$ cat config.mk
export PLATFORM = sky130hd
export DESIGN_NAME = alu_unit_flat
export DESIGN_NICKNAME = d
export VERILOG_FILES = /design/src/rtl/rv32i_pkg.sv /design/src/rtl/alu_unit_if.sv /design/src/rtl/alu_shifter.sv /design/src/rtl/alu_unit.sv /design/src/flat_wrapper.sv
export SDC_FILE = /design/constraint.sdc
export NUM_CORES = 1
export LEC_CHECK = 0
export ABC_AREA = 1
export CAP_MARGIN = 20
export CORE_ASPECT_RATIO = 0.5
export CORE_MARGIN = 3
export CORE_UTILIZATION = 55
export DETAILED_ROUTE_END_ITERATION = 10
export PLACE_DENSITY_LB_ADDON = 0.12
export SYNTH_ARGS = -nofsm -noshare
export SYNTH_HDL_FRONTEND = slang
export SYNTH_SLANG_ARGS = --single-unit
$ cat constraint.sdc
create_clock -name clk -period 2.9 [get_ports clk]
set_input_delay 0.87 -clock clk [delete_from_list [all_inputs] [get_ports clk]]
set_output_delay 0.87 -clock clk [all_outputs]
set_load 0.005 [all_outputs]
$ cat src/rtl/rv32i_pkg.sv
// Shared RV32I definitions: ALU opcodes (common with the control unit),
// the one-hot ALU state encoding, and the default datapath width.
package rv32i_pkg;

  localparam int WIDTH_DEF = 32;

  localparam logic [4:0] ALU_ADD  = 5'b00000;
  localparam logic [4:0] ALU_SUB  = 5'b00011;
  localparam logic [4:0] ALU_AND  = 5'b01010;
  localparam logic [4:0] ALU_OR   = 5'b01100;
  localparam logic [4:0] ALU_XOR  = 5'b01101;
  localparam logic [4:0] ALU_SLL  = 5'b01110;
  localparam logic [4:0] ALU_SRL  = 5'b01111;
  localparam logic [4:0] ALU_SRA  = 5'b10000;
  localparam logic [4:0] ALU_SLT  = 5'b10001;
  localparam logic [4:0] ALU_SLTU = 5'b10010;

  typedef enum logic [3:0] {
    S_IDLE  = 4'b0001,
    S_EXEC  = 4'b0010,
    S_SHIFT = 4'b0100,
    S_DONE  = 4'b1000
  } alu_state_e;

  function automatic logic is_shift(input logic [4:0] op);
    return (op == ALU_SLL) || (op == ALU_SRL) || (op == ALU_SRA);
  endfunction

endpackage

$ cat src/rtl/alu_unit_if.sv
// Control <-> ALU handshake bundle. master = control unit, slave = ALU.
interface alu_unit_if import rv32i_pkg::*; #(
  parameter int WIDTH = WIDTH_DEF
);
  logic             alu_en;
  logic [4:0]       alu_op;
  logic [WIDTH-1:0] port_A;
  logic [WIDTH-1:0] port_B;
  logic [WIDTH-1:0] alu_result;
  logic             alu_zero;
  logic             alu_valid;
  logic             alu_busy;

  modport master (
    output alu_en, alu_op, port_A, port_B,
    input  alu_result, alu_zero, alu_valid, alu_busy
  );

  modport slave (
    input  alu_en, alu_op, port_A, port_B,
    output alu_result, alu_zero, alu_valid, alu_busy
  );
endinterface

$ cat src/rtl/alu_shifter.sv
// Shift datapath for alu_unit. Holds the working register and, in the
// iterative build, the remaining-shift counter. With ALU_FAST_SHIFT_EN
// defined the working register is loaded straight from a barrel shifter
// and no counter exists; done_o is then permanently high.
module alu_shifter import rv32i_pkg::*; #(
  parameter int WIDTH = WIDTH_DEF
) (
  input  logic             clk,
  input  logic             rst,
  input  logic             load_i,
  input  logic             step_i,
  input  logic [WIDTH-1:0] a_i,
  input  logic [4:0]       shamt_i,
  input  logic [4:0]       op_i,
  output logic [WIDTH-1:0] res_o,
  output logic             done_o
);

  logic [WIDTH-1:0] wrk_q, wrk_d;

`ifdef ALU_FAST_SHIFT_EN
  // Stepping is meaningless with a barrel shifter.
  logic unused_step;
  assign unused_step = step_i;

  // Barrel shift the raw operands at acceptance; EXEC just copies the result.
  always_comb begin
    wrk_d = wrk_q;
    if (load_i) begin
      case (op_i)
        ALU_SLL: wrk_d = a_i << shamt_i;
        ALU_SRL: wrk_d = a_i >> shamt_i;
        ALU_SRA: wrk_d = WIDTH'($signed(a_i) >>> shamt_i);
        default: wrk_d = a_i;
      endcase
    end
  end

  assign done_o = 1'b1;
`else
  logic [4:0] cnt_q, cnt_d;
  logic [4:0] op_q, op_d;

  // Load operand/count at acceptance, then one bit per step until count hits 0.
  always_comb begin
    wrk_d = wrk_q;
    cnt_d = cnt_q;
    op_d  = op_q;
    if (load_i) begin
      wrk_d = a_i;
      cnt_d = shamt_i;
      op_d  = op_i;
    end else if (step_i && (cnt_q != 5'd0)) begin
      cnt_d = cnt_q - 5'd1;
      case (op_q)
        ALU_SLL: wrk_d = {wrk_q[WIDTH-2:0], 1'b0};
        ALU_SRL: wrk_d = {1'b0, wrk_q[WIDTH-1:1]};
        ALU_SRA: wrk_d = {wrk_q[WIDTH-1], wrk_q[WIDTH-1:1]};
        default: wrk_d = wrk_q;
      endcase
    end
  end

  // Counter and latched op register.
  always_ff @(posedge clk or negedge rst) begin
    if (!rst) begin
      cnt_q <= 5'd0;
      op_q  <= ALU_ADD;
    end else begin
      cnt_q <= cnt_d;
      op_q  <= op_d;
    end
  end

  assign done_o = (cnt_q == 5'd0);
`endif

  // Working register.
  always_ff @(posedge clk or negedge rst) begin
    if (!rst) wrk_q <= '0;
    else      wrk_q <= wrk_d;
  end

  assign res_o = wrk_q;

endmodule

$ cat src/rtl/alu_unit.sv
// Multicycle RV32I ALU behind the alu_en/alu_valid handshake.
// Accepts a request in IDLE, returns a registered result with a one-cycle
// alu_valid pulse, then waits in DONE until alu_en is seen low.
// Build option: ALU_FAST_SHIFT_EN selects a single-cycle barrel shifter
// instead of the default one-bit-per-cycle shifter.
module alu_unit import rv32i_pkg::*; #(
  parameter int WIDTH = WIDTH_DEF
) (
  input  logic       clk,
  input  logic       rst,
  alu_unit_if.slave  bus
);

  alu_state_e       state_q, state_d;
  logic [WIDTH-1:0] a_q, a_d, b_q, b_d;
  logic [4:0]       op_q, op_d;
  logic [WIDTH-1:0] res_q, res_d;
  logic             zero_q, zero_d;
  logic             valid_q, valid_d;

  logic             ld;
  logic             sh_step;
  logic [WIDTH-1:0] sh_res;
  logic             sh_done;
  logic [WIDTH-1:0] exec_res;

  alu_shifter #(.WIDTH(WIDTH)) u_shifter (
    .clk     (clk),
    .rst     (rst),
    .load_i  (ld),
    .step_i  (sh_step),
    .a_i     (bus.port_A),
    .shamt_i (bus.port_B[4:0]),
    .op_i    (bus.alu_op),
    .res_o   (sh_res),
    .done_o  (sh_done)
  );

`ifdef ALU_FAST_SHIFT_EN
  logic unused_done;
  assign unused_done = sh_done;
`endif

  // Single-cycle result from the latched operands; shifts come from the shifter.
  always_comb begin
    exec_res = '0;
    case (op_q)
      ALU_ADD:  exec_res = a_q + b_q;
      ALU_SUB:  exec_res = a_q - b_q;
      ALU_AND:  exec_res = a_q & b_q;
      ALU_OR:   exec_res = a_q | b_q;
      ALU_XOR:  exec_res = a_q ^ b_q;
      ALU_SLT:  exec_res = {{(WIDTH-1){1'b0}}, ($signed(a_q) < $signed(b_q))};
      ALU_SLTU: exec_res = {{(WIDTH-1){1'b0}}, (a_q < b_q)};
      ALU_SLL,
      ALU_SRL,
      ALU_SRA:  exec_res = sh_res;
      default:  exec_res = '0;
    endcase
  end

  // Next-state and output logic; alu_en low in EXEC/SHIFT aborts silently.
  always_comb begin
    state_d = state_q;
    a_d     = a_q;
    b_d     = b_q;
    op_d    = op_q;
    res_d   = res_q;
    zero_d  = zero_q;
    valid_d = 1'b0;
    ld      = 1'b0;
    sh_step = 1'b0;
    case (state_q)
      S_IDLE: begin
        if (bus.alu_en) begin
          ld   = 1'b1;
          a_d  = bus.port_A;
          b_d  = bus.port_B;
          op_d = bus.alu_op;
`ifdef ALU_FAST_SHIFT_EN
          state_d = S_EXEC;
`else
          state_d = is_shift(bus.alu_op) ? S_SHIFT : S_EXEC;
`endif
        end
      end
      S_EXEC: begin
        if (!bus.alu_en) begin
          state_d = S_IDLE;
        end else begin
          res_d   = exec_res;
          zero_d  = (exec_res == '0);
          valid_d = 1'b1;
          state_d = S_DONE;
        end
      end
`ifndef ALU_FAST_SHIFT_EN
      S_SHIFT: begin
        if (!bus.alu_en) begin
          state_d = S_IDLE;
        end else if (sh_done) begin
          res_d   = sh_res;
          zero_d  = (sh_res == '0);
          valid_d = 1'b1;
          state_d = S_DONE;
        end else begin
          sh_step = 1'b1;
        end
      end
`endif
      S_DONE: begin
        if (!bus.alu_en) state_d = S_IDLE;
      end
      default: state_d = S_IDLE;
    endcase
  end

  // State, latched request and registered outputs.
  always_ff @(posedge clk or negedge rst) begin
    if (!rst) begin
      state_q <= S_IDLE;
      a_q     <= '0;
      b_q     <= '0;
      op_q    <= ALU_ADD;
      res_q   <= '0;
      zero_q  <= 1'b1;
      valid_q <= 1'b0;
    end else begin
      state_q <= state_d;
      a_q     <= a_d;
      b_q     <= b_d;
      op_q    <= op_d;
      res_q   <= res_d;
      zero_q  <= zero_d;
      valid_q <= valid_d;
    end
  end

  assign bus.alu_result = res_q;
  assign bus.alu_zero   = zero_q;
  assign bus.alu_valid  = valid_q;
  assign bus.alu_busy   = (state_q != S_IDLE);

endmodule

$ cat src/flat_wrapper.sv
// flat-port wrapper written by rule: the top's interface ports become plain ports
module alu_unit_flat import rv32i_pkg::*;
#(
  parameter int WIDTH = WIDTH_DEF
)
  (clk, rst, bus_alu_en, bus_alu_op, bus_port_A, bus_port_B, bus_alu_result, bus_alu_zero, bus_alu_valid, bus_alu_busy);
  alu_unit_if #(.WIDTH(WIDTH)) bus_i ();
  input  logic clk;
  input  logic rst;
  input wire logic [$bits(bus_i.alu_en)-1:0] bus_alu_en;
  input wire logic [$bits(bus_i.alu_op)-1:0] bus_alu_op;
  input wire logic [$bits(bus_i.port_A)-1:0] bus_port_A;
  input wire logic [$bits(bus_i.port_B)-1:0] bus_port_B;
  output wire logic [$bits(bus_i.alu_result)-1:0] bus_alu_result;
  output wire logic [$bits(bus_i.alu_zero)-1:0] bus_alu_zero;
  output wire logic [$bits(bus_i.alu_valid)-1:0] bus_alu_valid;
  output wire logic [$bits(bus_i.alu_busy)-1:0] bus_alu_busy;
  assign bus_i.alu_en = bus_alu_en;
  assign bus_i.alu_op = bus_alu_op;
  assign bus_i.port_A = bus_port_A;
  assign bus_i.port_B = bus_port_B;
  assign bus_alu_result = bus_i.alu_result;
  assign bus_alu_zero = bus_i.alu_zero;
  assign bus_alu_valid = bus_i.alu_valid;
  assign bus_alu_busy = bus_i.alu_busy;
  alu_unit #(.WIDTH(WIDTH)) u_core (.clk(clk), .rst(rst), .bus(bus_i));
endmodule
==> results by group <==
Yosys
  • YS warnings: 0
  • Post-synth EDFFs: 0
  • Syn avg cell area: 6.25 sq um
  • Top cell type by total area after synthesis: dfrtp_1
  • Post-synthesis register bit count: 144
  • Post-synth cell types: 52
  • Sequential area share after synthesis: 0.270
  • Synth top area share: 0.266
  • Mapped Area: 13,400 sq um
  • Post-synth ARST share: 1.00
  • Syn_nets: 2,328
  • Top cells by area, synth: dfrtp_1, nand2_1, ha_1
  • Syn Inst Count: 2,140
  • Top_reg_cell synth: dfrtp_1

Power and ir drop
  • Internal power: 0.0113 W
  • PD cells: 1440 nW/um^2
  • Combinational Power Share: 0.745
  • P_leak: ~9 nW
  • Register share of total power: 0.157
  • Clk network pwr share: 0.098
  • Peak VDD IR: 1.00 mV
  • Switching Share: 0.544
  • Switching Power: 0.0135 W
  • Pwr Total: 0.0249 W

Detailed routing
  • Post-route ant nets: 0
  • Avg Vias per Cell: 5.87
  • Routed wire length: 54.5 mm
  • Routed via count: 15,900
  • Average wire per standard cell: 20.1 um
  • Drt pass-1 iters: 9
  • Starting DRC count in detailed routing: 2,348
  • DRC: 0

Flow run
  • Max Cap Viol: 0

GRT
  • Grt total ovfl: 0
  • First-pass GRT wire length: 81.0 mm
  • Largest net degree at the start of global routing: 82
  • Initial antenna violation count: 0
  • Total GRT Usage: 0.409
  • Vias in the first global route: roughly 15,000

Die
  • I/O Pins: roughly 110
  • Die height: 116 um
  • Chip width: about 230 um
  • Cell Rows: 39
  • Full die area: 26,300 sq um
  • Initial Utilization: 0.573
  • Core footprint: 23,300 sq um

Worst setup path
  • Required time worst endpoint: around 3.3 ns
  • RR Endpoint: u_core.bus.alu_zero
  • Worst reg2reg path depth: 16
  • Setup CP Type: flip-flop to flip-flop
  • Crit path max fanout: 3
  • Worst flop-to-flop path startpoint: u_core.b_q[0]
  • CP startpoint kind: flip-flop
  • Crit end category: flip-flop
  • WP data arrival: 3.23 ns
  • R2r setup slk: 0.05 ns

Final layout
  • NumNets Final: 2,580
  • Area occupied by registers: 3610 sq um
  • Synthesis-to-layout area growth: 28.9%
  • Multi-input gate area: around 8600 sq um
  • ANT cells: 0
  • Layout cells sized above 1: 0.159
  • Final Util: 0.739
  • Layout fillers: 1,961

Place
  • DP Worst Slack: -0.0129 ns
  • Number of port buffers: 106
  • DPL Wire Length: 42.5 mm
  • Gpl congestion: 1.11

Timing
  • Final max-slew violation count: 0
  • F_max: ~350 MHz
  • RSZ-0062 raised after global routing: yes
  • Final hold vios: 0
  • Slew of the pin with the lowest slew margin: 0.637 ns
  • Worst slew margin: 0.571
  • Setup skew after layout: 0.0117 ns
  • Setup ws final: 0.0534 ns
  • Final Critical Period: 2.85 ns
  • Final worst-path cycle share: 0.982
  • Final setup violation count: 0
  • Worst hold margin: 0.341 ns

Clocking
  • TritonCTS Sinks: 144
  • CTS Hold Bufs: 0
  • Clock transition at the registers of the reported paths: 0.07 ns
  • CTS H-tree depth: 4
  • Cts bufs inserted: 17
  • Clk Tree Root Cell: clkbuf_16
  • CTS tree: built
  • Clock tree buffer depth: 2
  • Worst-skew pair later-pin latency: 0.46 ns

Worst hold path
  • Worst min path class: primary input to asynchronous set/reset pin

Status
  • Run status: complete, no violations
[layer usage]
metal,wire length [um],global-route usage,up-vias
met5,0,0,-
li1,-,-,7330
met3,7330,0.131,195
met1,22200,0.547,7311
met4,3010,0.202,0
met2,22000,0.599,1095
[area by class of cell]
| cell class | instances | area share |
|---|---|---|
| Clock buffer | 20 | 0.0253 |
| Sequential cell | 144 | 0.209 |
| Tap cell | 307 | 0.0223 |
| Clock inverter | 12 | 0.0108 |
| Timing Repair Buffer | 307 | 0.156 |
| Multi-Input combinational cell | 1558 | 0.497 |
| Inverter | 364 | 0.0794 |
[through the flow]
stage,instance area (sq um),instances,TNS [ns]
after floorplan,13400,2140,0
after global placement,15900,2664,0
after detailed placement,15900,2664,-0.0129
after CTS,16600,2697,0
after global routing,17200,2712,-0.0941
final,17200,2712,0
[kinds of logic (layout without fill, tap and decap cells)]
| group | count (synthesis) | after routing | synth area share |
|---|---|---|---|
| and+or+nand+nor | 1058 | 1058 | 0.329 |
| buffers and inverters | 438 | 703 | 0.131 |
| AOI/OAI and AO/OA | 384 | 384 | 0.161 |
| DFF | 144 | 144 | 0.270 |
| adders and majority gates | 116 | 116 | 0.110 |
[power groups by stage]
stage | Sequential (W) | Combinational (W) | Clock, W
after floorplan | 0.00371 | 0.00948 | 0
after global placement | 0.00383 | 0.0159 | 0
after detailed placement | 0.00387 | 0.0161 | 0
after CTS | 0.00385 | 0.0164 | 0.00245
after global routing | 0.00400 | 0.0200 | 0.00254
final | 0.00391 | 0.0185 | 0.00244
[cell usage after synthesis, types with 5 or more instances]
cell type / instances
nand2_1: 620
inv_1: 356
nor2_1: 223
o21ai_0: 170
dfrtp_1: 142
nand3_1: 141
ha_1: 114
a21oi_1: 110
a31oi_1: 34
buf_2: 33
nand4_1: 33
o22ai_1: 26
clkbuf_1: 25
a211oi_1: 11
nor3_1: 8
inv_2: 7
nor4_1: 7
and2_1: 6
o211ai_1: 6
buf_4: 5
buf_6: 5
o21ai_1: 5
o21bai_1: 5
[repair_timing]
action                                  in CTS  in global routing
hold endpoints to repair                     0                  0
endpoints found under the setup margin       1                 12
gates resized for setup                      3                144
setup buffers                                1                 15
pin swaps                                    1                 27
[critical path: stages, from the launching register on]
cell and delay, ns:
dfrtp_1 0.42, ha_4 0.19, fa_2 0.40, buf_4 0.15, o21ai_0 0.19, nand3_1 0.11, nand3_1 0.10, nand3_1 0.12
nor2_1 0.16, nand3_1 0.11, nor2_2 0.14, nand3_2 0.14, nor2_2 0.13, nand2_1 0.07, nor2_1 0.12, nand2_1 0.09
a21oi_2 0.15
[sequential cells by signal (all words and copies together) (netlist names)]
name and flops:
u_core.b_q 32, u_core.bus.alu_valid 1, u_core.u_shifter.res_o 32, u_core.bus.alu_result 32
u_core.bus.alu_zero 1, u_core.a_q 32, u_core.state_q 4, u_core.op_q 1
u_core.u_shifter.cnt_q 5, u_core.u_shifter.op_q 4
[how the worst max path moves through the flow]
stage                        startpoint                  end  slack [ns]  cells after the start
after floorplan           u_core.b_q[0]  u_core.bus.alu_zero        0.57                     20
after global placement    u_core.b_q[0]  u_core.bus.alu_zero        0.02                     19
after detailed placement  u_core.b_q[0]  u_core.bus.alu_zero       -0.01                     19
after CTS                 u_core.b_q[2]  u_core.bus.alu_zero       0.004                     18
after global routing      u_core.b_q[5]  u_core.bus.alu_zero       -0.09                     19
final                     u_core.b_q[0]  u_core.bus.alu_zero        0.05                     16
[placed cells by master, fill, tap and decap left out, types with 17 or more instances in the layout]
master           instances
nor2_1                 181
nand3_1                124
clkbuf_16               17
nand4_1                 33
a21oi_1                105
inv_1                  351
dfrtp_1                142
ha_1                    93
a31oi_1                 34
buf_4                  190
o21ai_0                167
nand2_1                597
nor2_2                  39
o22ai_1                 26
nand2_2                 23
clkdlybuf4s50_1        105
Power figures use the tool's default switching activity.
